===== src/rtl/gemmini_tile_pkg.sv =====
// Shared types and widths for the Gemmini PE tile feed sequencer.
package gemmini_tile_pkg;

  localparam int unsigned A_W     = 8;
  localparam int unsigned BD_W    = 20;
  localparam int unsigned SHIFT_W = 5;
  localparam int unsigned ID_W    = 3;
  localparam int unsigned LEN_W   = 5;

  typedef enum logic [1:0] {
    StIdle,
    StStream,
    StDrain,
    StResp
  } seq_state_e;

  typedef struct packed {
    logic               dataflow;
    logic               propagate;
    logic [SHIFT_W-1:0] shift;
  } tile_ctrl_t;

  // Fields latched at command accept; preload acts on prop immediately and is not kept.
  typedef struct packed {
    logic [LEN_W-1:0]   len;
    logic               dataflow;
    logic [SHIFT_W-1:0] shift;
    logic [ID_W-1:0]    id;
  } tile_cmd_t;

endpackage


===== src/rtl/tile_seq_watchdog.sv =====
// Saturating drain watchdog: counts enabled cycles from a clear, flags Timeout-1 reached.
module tile_seq_watchdog #(
  parameter int unsigned Timeout = 64
) (
  input  logic clk_i,
  input  logic rst_ni,
  input  logic clear_i,
  input  logic en_i,
  output logic expired_o
);

  localparam int unsigned CntW = (Timeout > 1) ? $clog2(Timeout) : 1;

  logic [CntW-1:0] cnt_q, cnt_d;

  assign expired_o = (cnt_q == CntW'(Timeout - 1));

  always_comb begin
    cnt_d = cnt_q;
    if (clear_i) begin
      cnt_d = '0;
    end else if (en_i && !expired_o) begin
      cnt_d = cnt_q + CntW'(1);
    end
  end

  always_ff @(posedge clk_i or negedge rst_ni) begin
    if (!rst_ni) begin
      cnt_q <= '0;
    end else begin
      cnt_q <= cnt_d;
    end
  end

endmodule


===== src/rtl/tile_feed_sequencer.sv =====
// Sequences one PE tile matmul: merges A and B/D streams into tile beats, waits for the
// matching last output, then returns a completion response.
module tile_feed_sequencer
  import gemmini_tile_pkg::*;
#(
  parameter int unsigned Timeout = 64
) (
  input  logic               clk_i,
  input  logic               rst_ni,
  input  logic               cmd_valid_i,
  output logic               cmd_ready_o,
  input  logic [LEN_W-1:0]   cmd_len_i,
  input  logic               cmd_preload_i,
  input  logic               cmd_dataflow_i,
  input  logic [SHIFT_W-1:0] cmd_shift_i,
  input  logic [ID_W-1:0]    cmd_id_i,
  input  logic               a_valid_i,
  output logic               a_ready_o,
  input  logic [A_W-1:0]     a_data_i,
  input  logic               bd_valid_i,
  output logic               bd_ready_o,
  input  logic [BD_W-1:0]    bd_b_i,
  input  logic [BD_W-1:0]    bd_d_i,
  output logic               tile_in_valid_o,
  output logic [A_W-1:0]     tile_in_a_o,
  output logic [BD_W-1:0]    tile_in_b_o,
  output logic [BD_W-1:0]    tile_in_d_o,
  output logic               tile_in_dataflow_o,
  output logic               tile_in_propagate_o,
  output logic [SHIFT_W-1:0] tile_in_shift_o,
  output logic [ID_W-1:0]    tile_in_id_o,
  output logic               tile_in_last_o,
  input  logic               tile_out_valid_i,
  input  logic               tile_out_last_i,
  input  logic [ID_W-1:0]    tile_out_id_i,
  input  logic               tile_bad_dataflow_i,
  output logic               done_valid_o,
  input  logic               done_ready_i,
  output logic [ID_W-1:0]    done_id_o,
  output logic               done_error_o,
  output logic               busy_o
);

  seq_state_e       state_q, state_d;
  tile_cmd_t        cmd_q, cmd_d;
  logic             prop_q, prop_d;
  logic [LEN_W-1:0] cnt_q, cnt_d;
  logic             err_q, err_d;

  logic             tin_valid_q;
  logic [A_W-1:0]   tin_a_q;
  logic [BD_W-1:0]  tin_b_q, tin_d_q;
  tile_ctrl_t       tin_ctrl_q;
  logic [ID_W-1:0]  tin_id_q;
  logic             tin_last_q;

  logic beat_fire, out_match, wdog_expired, last_beat;

  // Both streams pop together; ready is derived from valid, never the other way round.
  assign beat_fire = (state_q == StStream) && a_valid_i && bd_valid_i;
  assign last_beat = (cnt_q == cmd_q.len);
  assign out_match = tile_out_valid_i && tile_out_last_i && (tile_out_id_i == cmd_q.id);

  assign cmd_ready_o = (state_q == StIdle);
  assign a_ready_o   = beat_fire;
  assign bd_ready_o  = beat_fire;
  assign busy_o      = (state_q != StIdle);

  assign done_valid_o = (state_q == StResp);
  assign done_id_o    = cmd_q.id;
  assign done_error_o = err_q;

  tile_seq_watchdog #(
    .Timeout (Timeout)
  ) u_watchdog (
    .clk_i     (clk_i),
    .rst_ni    (rst_ni),
    .clear_i   (state_q != StDrain),
    .en_i      (state_q == StDrain),
    .expired_o (wdog_expired)
  );

  always_comb begin
    state_d = state_q;
    cmd_d   = cmd_q;
    prop_d  = prop_q;
    cnt_d   = cnt_q;
    err_d   = err_q;
    unique case (state_q)
      StIdle: begin
        if (cmd_valid_i) begin
          cmd_d.len      = cmd_len_i;
          cmd_d.dataflow = cmd_dataflow_i;
          cmd_d.shift    = cmd_shift_i;
          cmd_d.id       = cmd_id_i;
          err_d          = 1'b0;
          cnt_d          = '0;
          if (cmd_preload_i) prop_d = ~prop_q;
          state_d = StStream;
        end
      end
      StStream: begin
        if (beat_fire) begin
          if (last_beat) state_d = StDrain;
          else           cnt_d   = cnt_q + LEN_W'(1);
        end
      end
      StDrain: begin
        if (tile_bad_dataflow_i) err_d = 1'b1;
        // A match in the expiry cycle wins and leaves err alone.
        if (out_match) begin
          state_d = StResp;
        end else if (wdog_expired) begin
          state_d = StResp;
          err_d   = 1'b1;
        end
      end
      StResp: begin
        if (done_ready_i) state_d = StIdle;
      end
      default: state_d = StIdle;
    endcase
  end

  always_ff @(posedge clk_i or negedge rst_ni) begin
    if (!rst_ni) begin
      state_q <= StIdle;
      cmd_q   <= '0;
      prop_q  <= 1'b0;
      cnt_q   <= '0;
      err_q   <= 1'b0;
    end else begin
      state_q <= state_d;
      cmd_q   <= cmd_d;
      prop_q  <= prop_d;
      cnt_q   <= cnt_d;
      err_q   <= err_d;
    end
  end

  always_ff @(posedge clk_i or negedge rst_ni) begin
    if (!rst_ni) begin
      tin_valid_q <= 1'b0;
      tin_a_q     <= '0;
      tin_b_q     <= '0;
      tin_d_q     <= '0;
      tin_ctrl_q  <= '0;
      tin_id_q    <= '0;
      tin_last_q  <= 1'b0;
    end else begin
      tin_valid_q <= beat_fire;
      if (beat_fire) begin
        tin_a_q              <= a_data_i;
        tin_b_q              <= bd_b_i;
        tin_d_q              <= bd_d_i;
        tin_ctrl_q.dataflow  <= cmd_q.dataflow;
        tin_ctrl_q.propagate <= prop_q;
        tin_ctrl_q.shift     <= cmd_q.shift;
        tin_id_q             <= cmd_q.id;
        tin_last_q           <= last_beat;
      end
    end
  end

  assign tile_in_valid_o     = tin_valid_q;
  assign tile_in_a_o         = tin_a_q;
  assign tile_in_b_o         = tin_b_q;
  assign tile_in_d_o         = tin_d_q;
  assign tile_in_dataflow_o  = tin_ctrl_q.dataflow;
  assign tile_in_propagate_o = tin_ctrl_q.propagate;
  assign tile_in_shift_o     = tin_ctrl_q.shift;
  assign tile_in_id_o        = tin_id_q;
  assign tile_in_last_o      = tin_last_q;

endmodule


===== config.mk =====
export PLATFORM = sky130hd
export DESIGN_NAME = tile_feed_sequencer
export DESIGN_NICKNAME = d
export VERILOG_FILES = /design/src/rtl/gemmini_tile_pkg.sv /design/src/rtl/tile_seq_watchdog.sv /design/src/rtl/tile_feed_sequencer.sv
export SDC_FILE = /design/constraint.sdc
export NUM_CORES = 1
export LEC_CHECK = 0
export CORE_MARGIN = 10
export CORE_UTILIZATION = 30
export DETAILED_ROUTE_END_ITERATION = 6
export GPL_TIMING_DRIVEN = 0
export MAX_ROUTING_LAYER = met4
export PLACE_DENSITY = 0.64
export SYNTH_ARGS = -nofsm -noshare
export SYNTH_HDL_FRONTEND = slang
export SYNTH_SLANG_ARGS = --single-unit

===== constraint.sdc =====
create_clock -name clk_i -period 3.3 [get_ports clk_i]
set_clock_uncertainty 0.1 [all_clocks]
set_input_delay 0.495 -clock clk_i [delete_from_list [all_inputs] [get_ports clk_i]]
set_output_delay 0.495 -clock clk_i [all_outputs]
set_load 0.02 [all_outputs]

# Yosys cells after proc, flatten, opt, wreduce, memory -nomap -nowiden
# Index checks and enable logic that the tools add are counted.
[word_totals]
wordCells = 68
mem_bits_rw = 0
output_inout_bits = 69
memories = 0
romBits = 0
latchBits = 0
reg_bits = 89
inputBits = 75
[op_classes]
mux = 18
bitwise_logic = 1
div = 0
mul = 0
magnitude_cmp = 0
n_addsub = 2
n_eq_ne = 13
shifts = 0
reduce_logical = 16
[ops]
columns = ["op", "count"]
rows = [
  ["5-bit 2-to-1 mux", 3],
  ["2-bit 2-to-1 mux", 6],
  ["6-bit 2-to-1 mux", 2],
  ["2-bit != test (second input constant)", 5],
  ["5-bit one-hot mux with 2 select lines", 1],
  ["2-bit one-hot mux with 4 select lines", 1],
  ["2-bit nonzero test", 4],
  ["6-bit by 1-bit adder with 6-bit output (second input constant)", 1],
  ["6-bit equality test (second input constant)", 1],
  ["5-bit by 1-bit adder with 5-bit output (second input constant)", 1],
  ["5-bit equality test", 1],
  ["1-bit logical AND", 5],
  ["5-bit AND reduction", 1],
  ["2-bit equality test (second input constant)", 2],
  ["1-bit 2-to-1 mux", 4],
  ["2-bit AND reduction", 2],
  ["4-bit AND reduction", 1],
  ["3-bit equality test", 1],
  ["3-bit != test (second input constant)", 1],
  ["3-bit AND reduction", 1],
  ["2-bit by 1-bit equality test with 1-bit output (second input constant)", 1],
  ["2-bit zero test", 1],
  ["2-bit by 1-bit != test with 1-bit output (second input constant)", 1],
  ["1-bit one-hot mux with 2 select lines", 1],
  ["other kinds (2)", 2],
]

# Logic depth before layout (Yosys ltp)
# Gate-level depths: netlist of the first run.
[logic_depth]
ltp_word = 5
mapped_depth = 7

# Hierarchy
# A second synthesis of the first run with hierarchy kept.
[unflattened]
hier_cells = 277
area_unflattened_um2 = 3824.9
[by_module_without_submodules]
columns = ["module", "seq_area_each_um2", "area_each_um2", "n_inst", "cells_each"]
rows = [
  ["tile_feed_sequencer", 2077.0, 3444.6, 1, 238],
  ["tile_seq_watchdog", 150.1, 380.4, 1, 39],
]

# Least setup slack after synthesis of the first run
# OpenSTA, ideal clock, no wires.
[synth_path]
path_type = "reg-to-output"
startpoint = "register state_q[1]"
endpoint = "output bd_ready_o"
slack_ns = 1.047
stages_incl_launch_ff = 8
t_arrival_ns = 1.658
n_path_buf = 3
cell_sequence = "dfrtp_1 > inv_1 > ha_1 > clkbuf_1 > nand3_1 > clkbuf_1 > inv_1 > buf_4"
[synth_via]
elab_chain_cells = 3
[synth_lines]
columns = ["item", "line", "source"]
rows = [
  ["from (decl)", "tile_feed_sequencer.sv:44", "seq_state_e state_q, state_d;"],
  ["from (signal assigned)", "tile_feed_sequencer.sv:127", "state_q <= StIdle;"],
  ["from (signal assigned)", "tile_feed_sequencer.sv:133", "state_q <= state_d;"],
  ["2-bit by 1-bit equality test with 1-bit output", "tile_feed_sequencer.sv:60", "assign beat_fire = (state_q == StStream) && a_valid_i && bd_valid_i;"],
  ["1-bit logical AND (2 in series)", "tile_feed_sequencer.sv:60", ""],
  ["to (decl)", "tile_feed_sequencer.sv:21", "output logic bd_ready_o,"],
]
# No other way between the ends.

# Final worst setup path of the first run
# Ends and elaborated chain as after synthesis.

==> results of run 1 <==
[flip-flops by register name (all words and copies together) (netlist names), 2 cells and up]
register and flops:
tile_in_b_o 20, tile_in_d_o 20, cmd_q 11, tile_in_a_o 8, u_watchdog.cnt_q 6, cnt_q 5, tile_in_shift_o 5, done_id_o 3
tile_in_id_o 3, state_q 2
[kinds of logic (layout without fill, tap and decap cells)]
family | count (synthesis) | in the layout | synth area share
buffers and inverters | 19 | 177 | 0.0235
multiplexers | 76 | 76 | 0.232
AO/OA/AOI/OAI | 23 | 23 | 0.0381
flip-flops | 89 | 89 | 0.606
adder cells (fa/ha/maj) | 6 | 6 | 0.0204
XOR/XNOR | 10 | 10 | 0.0238
AND/OR/NAND/NOR | 39 | 39 | 0.0565
[power by group through the flow]
stage / Combinational (mW) / Clock (mW) / Sequential, mW
detailed placement: 2.59 / 0 / 1.94
finish: 2.55 / 1.09 / 1.92
CTS: 2.60 / 1.12 / 1.93
global route: 2.74 / 1.17 / 2.00
floorplan: 0.919 / 0 / 2.36
global placement: 2.55 / 0 / 1.91
[area by class of cell]
cell class / instances / area [µm²]
fill: 1086 / 6380
sequential: 89 / 2230
timing repair buffer: 144 / 1450
multi-input combinational: 154 / 1380
clock buffer: 12 / 246
tap: 147 / 184
clock inverter: 3 / 65.1
buffer: 12 / 60.1
inverter: 6 / 22.5
[cells in the final DEF, fill, tap and decap left out, types with 7 or more instances in the layout]
master           Yosys  routed
clkdlybuf4s50_1      0     142
dfrtp_1             89      89
mux2_2              72      72
clkbuf_1             9      10
nand2_1              9       9
clkbuf_16            0       9
xor2_1               8       8
o21ai_0              7       7
nor2_1               7       7
[per-layer routing]
metal	vias to the layer above	GRT usage	share of wire
li1	1223	-	-
met1	1303	0.133	0.40
met2	83	0.193	0.49
met3	14	0.0524	0.087
met4	0	0.0608	0.021
met5	-	-	0
[critical path: cells and delay by family (launching register included)]
| family | cells | cell delay, ns |
|---|---|---|
| DFF | 1 | 0.41 |
| buffers and inverters | 5 | 1.33 |
| and+or+nand+nor | 1 | 0.31 |
| adders and majority gates | 1 | 0.14 |
[stage by stage]
stage	setup slack, ns	instances
floorplan	1.05	262
global placement	-1.69	552
detailed placement	0.00961	553
CTS	0.126	567
global route	0.0105	567
finish	0.172	567
[what timing repair did]
item	CTS	global route
hold buffers	0	0
gates resized for setup	2	0
setup endpoints to repair	2	0
[cells in the mapped netlist (2+ instances only)]
cell type / instances / share of area
nand3_1: 6 / 0.0082
ha_1: 6 / 0.020
nand3b_1: 5 / 0.010
nand4b_1: 2 / 0.0048
xnor2_1: 2 / 0.0048
mux2i_1: 3 / 0.0082
o21ai_0: 7 / 0.0095
o211ai_1: 3 / 0.0061
mux2_2: 72 / 0.22
nor2b_1: 2 / 0.0034
buf_4: 4 / 0.0082
clkbuf_1: 9 / 0.0092
and3_1: 3 / 0.0051
xor2_1: 8 / 0.019
nor2_1: 7 / 0.0071
a21oi_1: 6 / 0.0082
nand2_1: 9 / 0.0092
dfrtp_1: 89 / 0.61
inv_1: 6 / 0.0061
[how the worst max path moves through the flow]
stage	cells past startpoint	slack, ns	end
final	7	0.17	bd_ready_o
after global routing	7	0.01	bd_ready_o
after CTS	7	0.13	bd_ready_o
after detailed placement	6	0.01	bd_ready_o
after global placement	1	-1.69	done_error_o
after floorplan	7	1.05	bd_ready_o
==> summary.md, run 1 <==
| Metric | Value |
|---|---|
| Antenna diodes | `0` |
| Grt ovf | `0` |
| Post-CTS setup buffers | `0` |
| GR Util All Layers | `0.123` |
| Number of max-cap violations | `0` |
| WP data required | `2.70 ns` |
| Yosys warnings | `0` |
| Initial Utilization | `0.306` |
| Critical path's largest stage delay | `0.59 ns` |
| Int Pwr | `3.64 mW` |
| Run status | `finished clean` |
| CP cell instances | `inv_1, ha_1, clkbuf_1, nand3_4, inv_1, buf_4, clkdlybuf4s50_1` |
| Synthesized instance count | `262` |
| Die ar. | `17,100 µm²` |
| Share of layout cells above drive strength 1 | `0.221` |
| I/O pin count | `144` |
| Clock buffer depth | `2` |
| Critical path launch point type | `flop` |
| Detail Route Antenna Nets | `0` |
| Pins over their slew limit | `0` |
| Unrepaired setup endpoints after global routing | `false` |
| Area grow syn2layout | `53.1%` |
| Setup total negative slack | `0 ns` |
| Netlist cell types | `32` |
| Slowest cell on the critical path | `clkdlybuf4s50_1` |
| Yosys reg bits | `89` |
| Fin nets | `497` |
| Reg2reg setup slack | `1.05 ns` |
| Peak supply drop | `0.473 mV` |
| Cts bufs inserted | `9` |
| Slew margin rel. | `0.554` |
| Die H | `131 µm` |
| CTS tree | `done` |
| Synth Cell Area | `3680 µm²` |
| Pin count of the biggest net entering global routing | `51` |
| Flop pwr share | `0.345` |
| Row cnt | `40` |
| Root Driver | `clkbuf_16` |
| Vias/cell | `4.63` |
| Avg Inst Size Synth | `14.0 µm²` |
| H-tree depth | `3` |
| Comb pwr share | `0.459` |
| Psw | `1.92 mW` |
| Cells on worst reg2reg path | `5` |
| DR DRC count | `0` |
| Clk pwr share | `0.196` |
| Reg-to-reg endpoint | `state_q[1]` |
| Most used cell, CP | `inv_1` |
| First-pass GRT wire length | `15.7 mm` |
| Antenna violations before repair | `0` |
| Die Wd | `131 µm` |
| Core outline area | `12,000 µm²` |
| Critical Path Start | `state_q[1]` |
| Worst skew pair latency | `0.35 ns` |
| Minimum clock period | `3.13 ns` |
| Clock Sinks | `89` |
| CP max FO | `16` |
| Final Hold Viols | `0` |
| Port Buffers | `143` |
| Final Setup Violations | `0` |
| Routed wire per std cell | `17.4 µm` |
| Net Sw Frac | `0.345` |
| Dpl hpwl | `7.56 mm` |
| Worst hold path type | `input port to asynchronous set/reset pin` |
| DP Area | `5310 µm²` |
| Max frequency | `0.320 GHz` |
| DR pass1 iterations | `4` |
| WHS | `0.0633 ns` |
| Routed via count | `2,623` |
| CP arrival | `2.53 ns` |
| Tot Pwr | `5.56 mW` |
| Final period util | `0.948` |
| Mapped Nets | `343` |
| Crit Path Category | `flop to output pin` |
| Top_reg_cell synth | `dfrtp_1` |
| Fraction of registers with async set or reset after synthesis | `1.00` |
| Power Dens Cells | `987 nW/µm²` |
| Post-synth EDFFs | `0` |
| Sequential-to-total area share from yosys stat | `0.606` |
| Post-route cell area | `5630 µm²` |
| Total leakage power | `2.38 nW` |
| Iteration-0 DRC Markers | `117` |
| Post-Route WL | `9.86 mm` |
| Critical Path End Type | `output pin` |
| FF-to-FF Start | `done_id_o[2]` |
| Post-Route Utilization | `0.469` |
| Vias in the first global route | `2,992` |
| CTS clock-pin slew for the worst setup and hold paths | `0.07 ns` |
| Slew of the pin with the lowest slew margin | `0.669 ns` |
| Placer Congestion | `0.745` |
No activity file was read; power rests on OpenSTA's default activity.
==> run 2, diff against run 1 <==
--- a/config.mk
+++ b/config.mk
@@ -10,7 +10,7 @@
 export DETAILED_ROUTE_END_ITERATION = 6
 export GPL_TIMING_DRIVEN = 0
 export MAX_ROUTING_LAYER = met4
-export PLACE_DENSITY = 0.64
+export PLACE_DENSITY = 0.66
 export SYNTH_ARGS = -nofsm -noshare
 export SYNTH_HDL_FRONTEND = slang
 export SYNTH_SLANG_ARGS = --single-unit
==> constraint.sdc (replaced) <==
create_clock -name clk_i -period 2.8 [get_ports clk_i]
set_clock_uncertainty 0.1 [all_clocks]
set_input_delay 0.42 -clock clk_i [delete_from_list [all_inputs] [get_ports clk_i]]
set_output_delay 0.42 -clock clk_i [all_outputs]
set_load 0.02 [all_outputs]
==> run 2 against run 1 <==
First-iteration DRC count grew 21%. Register-to-register slack lost 0.51 ns. Critical endpoint unchanged. Critical path depth shrank 1. Count of clock-buffer cells in the layout shrank 1. Via count grew 0.84%. Global-route usage is essentially flat. Worst setup slack gained 0.031 ns. Cell count grew 0.35%.
==> summary.md, run 2 (synthesis results as in run 1) <==
| Metric | Value |
|---|---|
| Cts bufs inserted | `9` |
| Share of layout cells above drive strength 1 | `0.230` |
| Critical path launch point type | `flop` |
| Number of max-cap violations | `0` |
| DR DRC count | `0` |
| Slowest cell on the critical path | `clkdlybuf4s50_1` |
| Critical Path Start | `state_q[1]` |
| Crit Path Category | `flop to output pin` |
| I/O pin count | `144` |
| Max frequency | `0.385 GHz` |
| CTS tree | `done` |
| Tot Pwr | `6.48 mW` |
| GR Util All Layers | `0.124` |
| CP max FO | `8` |
| GR Util met1 | `0.141` |
| Final Setup Violations | `0` |
| Vias in the first global route | `3,053` |
| Routed wire per std cell | `17.3 µm` |
| Row cnt | `40` |
| Power Dens Cells | `1150 nW/µm²` |
| Antenna violations before repair | `0` |
| Core outline area | `12,000 µm²` |
| DR pass1 iterations | `6` |
| Root Driver | `clkbuf_16` |
| Cell family with most CP delay | `buffers and inverters` |
| Grt met2 use | `0.192` |
| Routed via count | `2,645` |
| Fill cells | `1,105` |
| Critical Path End Type | `output pin` |
| Pin count of the biggest net entering global routing | `56` |
| Most common cell after layout, fill and taps aside | `clkdlybuf4s50_1` |
| GR Util met3 | `0.0455` |
| Total leakage power | `2.38 nW` |
| Peak supply drop | `0.571 mV` |
| CTS clock-pin slew for the worst setup and hold paths | `0.06 ns` |
| Placer Congestion | `0.752` |
| Most used cell, CP | `inv_1` |
| Grt ovf | `0` |
| Clock Sinks | `89` |
| WP data required | `2.28 ns` |
| Post-Route Utilization | `0.469` |
| FF-to-FF Start | `done_id_o[2]` |
| Run status | `finished clean` |
| Worst skew pair latency | `0.34 ns` |
| Detail Route Antenna Nets | `0` |
| Critical path's largest stage delay | `0.59 ns` |
| Post-route cell area | `5640 µm²` |
| Final Hold Viols | `0` |
| Unrepaired setup endpoints after global routing | `false` |
| DP Area | `5320 µm²` |
| Final period util | `0.927` |
| Initial Utilization | `0.306` |
| Busiest grt layer | `met2` |
| H-tree depth | `3` |
| Most frequent cells in the layout | `142 x clkdlybuf4s50_1, 89 x dfrtp_1, 72 x mux2_2` |
| Die Wd | `131 µm` |
| Buf/Inv on CP | `4` |
| Slew margin rel. | `0.576` |
| Die H | `131 µm` |
| Post-Route WL | `9.84 mm` |
| Area grow syn2layout | `53.4%` |
| First-pass GRT wire length | `15.7 mm` |
| Worst hold path type | `flop to flop` |
| Min-delay src | `prop_q` |
| Dpl hpwl | `7.60 mm` |
| Pins over their slew limit | `0` |
| Port Buffers | `143` |
| CP cell instances | `inv_1, ha_2, nand3_4, inv_1, buf_4, clkdlybuf4s50_1` |
| Slew of the pin with the lowest slew margin | `0.636 ns` |
| Vias/cell | `4.65` |
| Clock buffer depth | `2` |
| Fin nets | `498` |
| Iteration-0 DRC Markers | `142` |
| Die ar. | `17,100 µm²` |
| CP arrival | `2.08 ns` |
| Minimum clock period | `2.60 ns` |
| Antenna diodes | `0` |
run 2: cell types whose count changed in the layout (fill, tap and decap cells not counted), sizes merged:
cell / change
bufinv: -1
clkinv: +1
clkbuf: -2
clkinvlp: +2
dlygate4sd3: +1
buf: +1
run 2: worst paths after layout:
path	cells after the start	slack, ns	to
worst max-delay path	6	0.20	bd_ready_o
worst min register to register	1	0.38	prop_q
max in group asynchronous	3	1.48	tile_in_d_o[2]
worst max register to register	5	0.54	state_q[1]
worst min-delay path	1	0.38	prop_q
min in group asynchronous	2	0.49	cmd_q[3]
run 2: where the power goes:
group | leakage, nW | internal (mW) | total (mW) | switching [mW]
clock | 0.142 | 0.713 | 1.20 | 0.488
sequential | 1.07 | 1.90 | 2.27 | 0.371
combinational | 1.16 | 1.60 | 3.00 | 1.40
total | 2.38 | 4.22 | 6.48 | 2.26
run 2: metrics by stage:
stage | setup WS (ns) | TNS [ns] | instances | hold slack [ns]
final | 0.203 | 0 | 569 | 0.377
after global routing | 0.0583 | 0 | 569 | 0.409
after CTS | 0.166 | 0 | 569 | 0.379
after detailed placement | -0.353 | -0.617 | 553 | 0.314
after global placement | -2.16 | -192.50 | 552 | 0.361
after floorplan | 0.622 | 0 | 262 | 0.0244
run 2: worst register-to-register path, cell delays in order (launching register included):
cell and delay [ns]:
dfrtp_1 0.43, xor2_1 0.18, or4_1 0.57, a311o_1 0.38, a21oi_2 0.15, mux2_1 0.33
run 2: what timing repair did:
action | CTS | global route
setup buffers | 1 | 0
endpoints found under the setup margin | 2 | 0
hold endpoints to repair | 34 | 0
hold buffers | 1 | 0
gates resized for setup | 3 | 0
run 2: per-layer routing:
metal | share of wire | vias to the layer above
li1 | - | 1229
met3 | 0.077 | 9
met2 | 0.48 | 98
met5 | 0 | -
met4 | 0.013 | 0
met1 | 0.43 | 1309
run 2: area by class of cell:
cell class	instances	area [µm²]	area share
tap	147	184	0.0326
sequential	89	2230	0.395
clock inverter	5	55.1	0.00976
buffer	11	56.3	0.00998
multi-input combinational	154	1380	0.244
inverter	6	22.5	0.00399
timing repair buffer	146	1470	0.261
clock buffer	11	243	0.0430
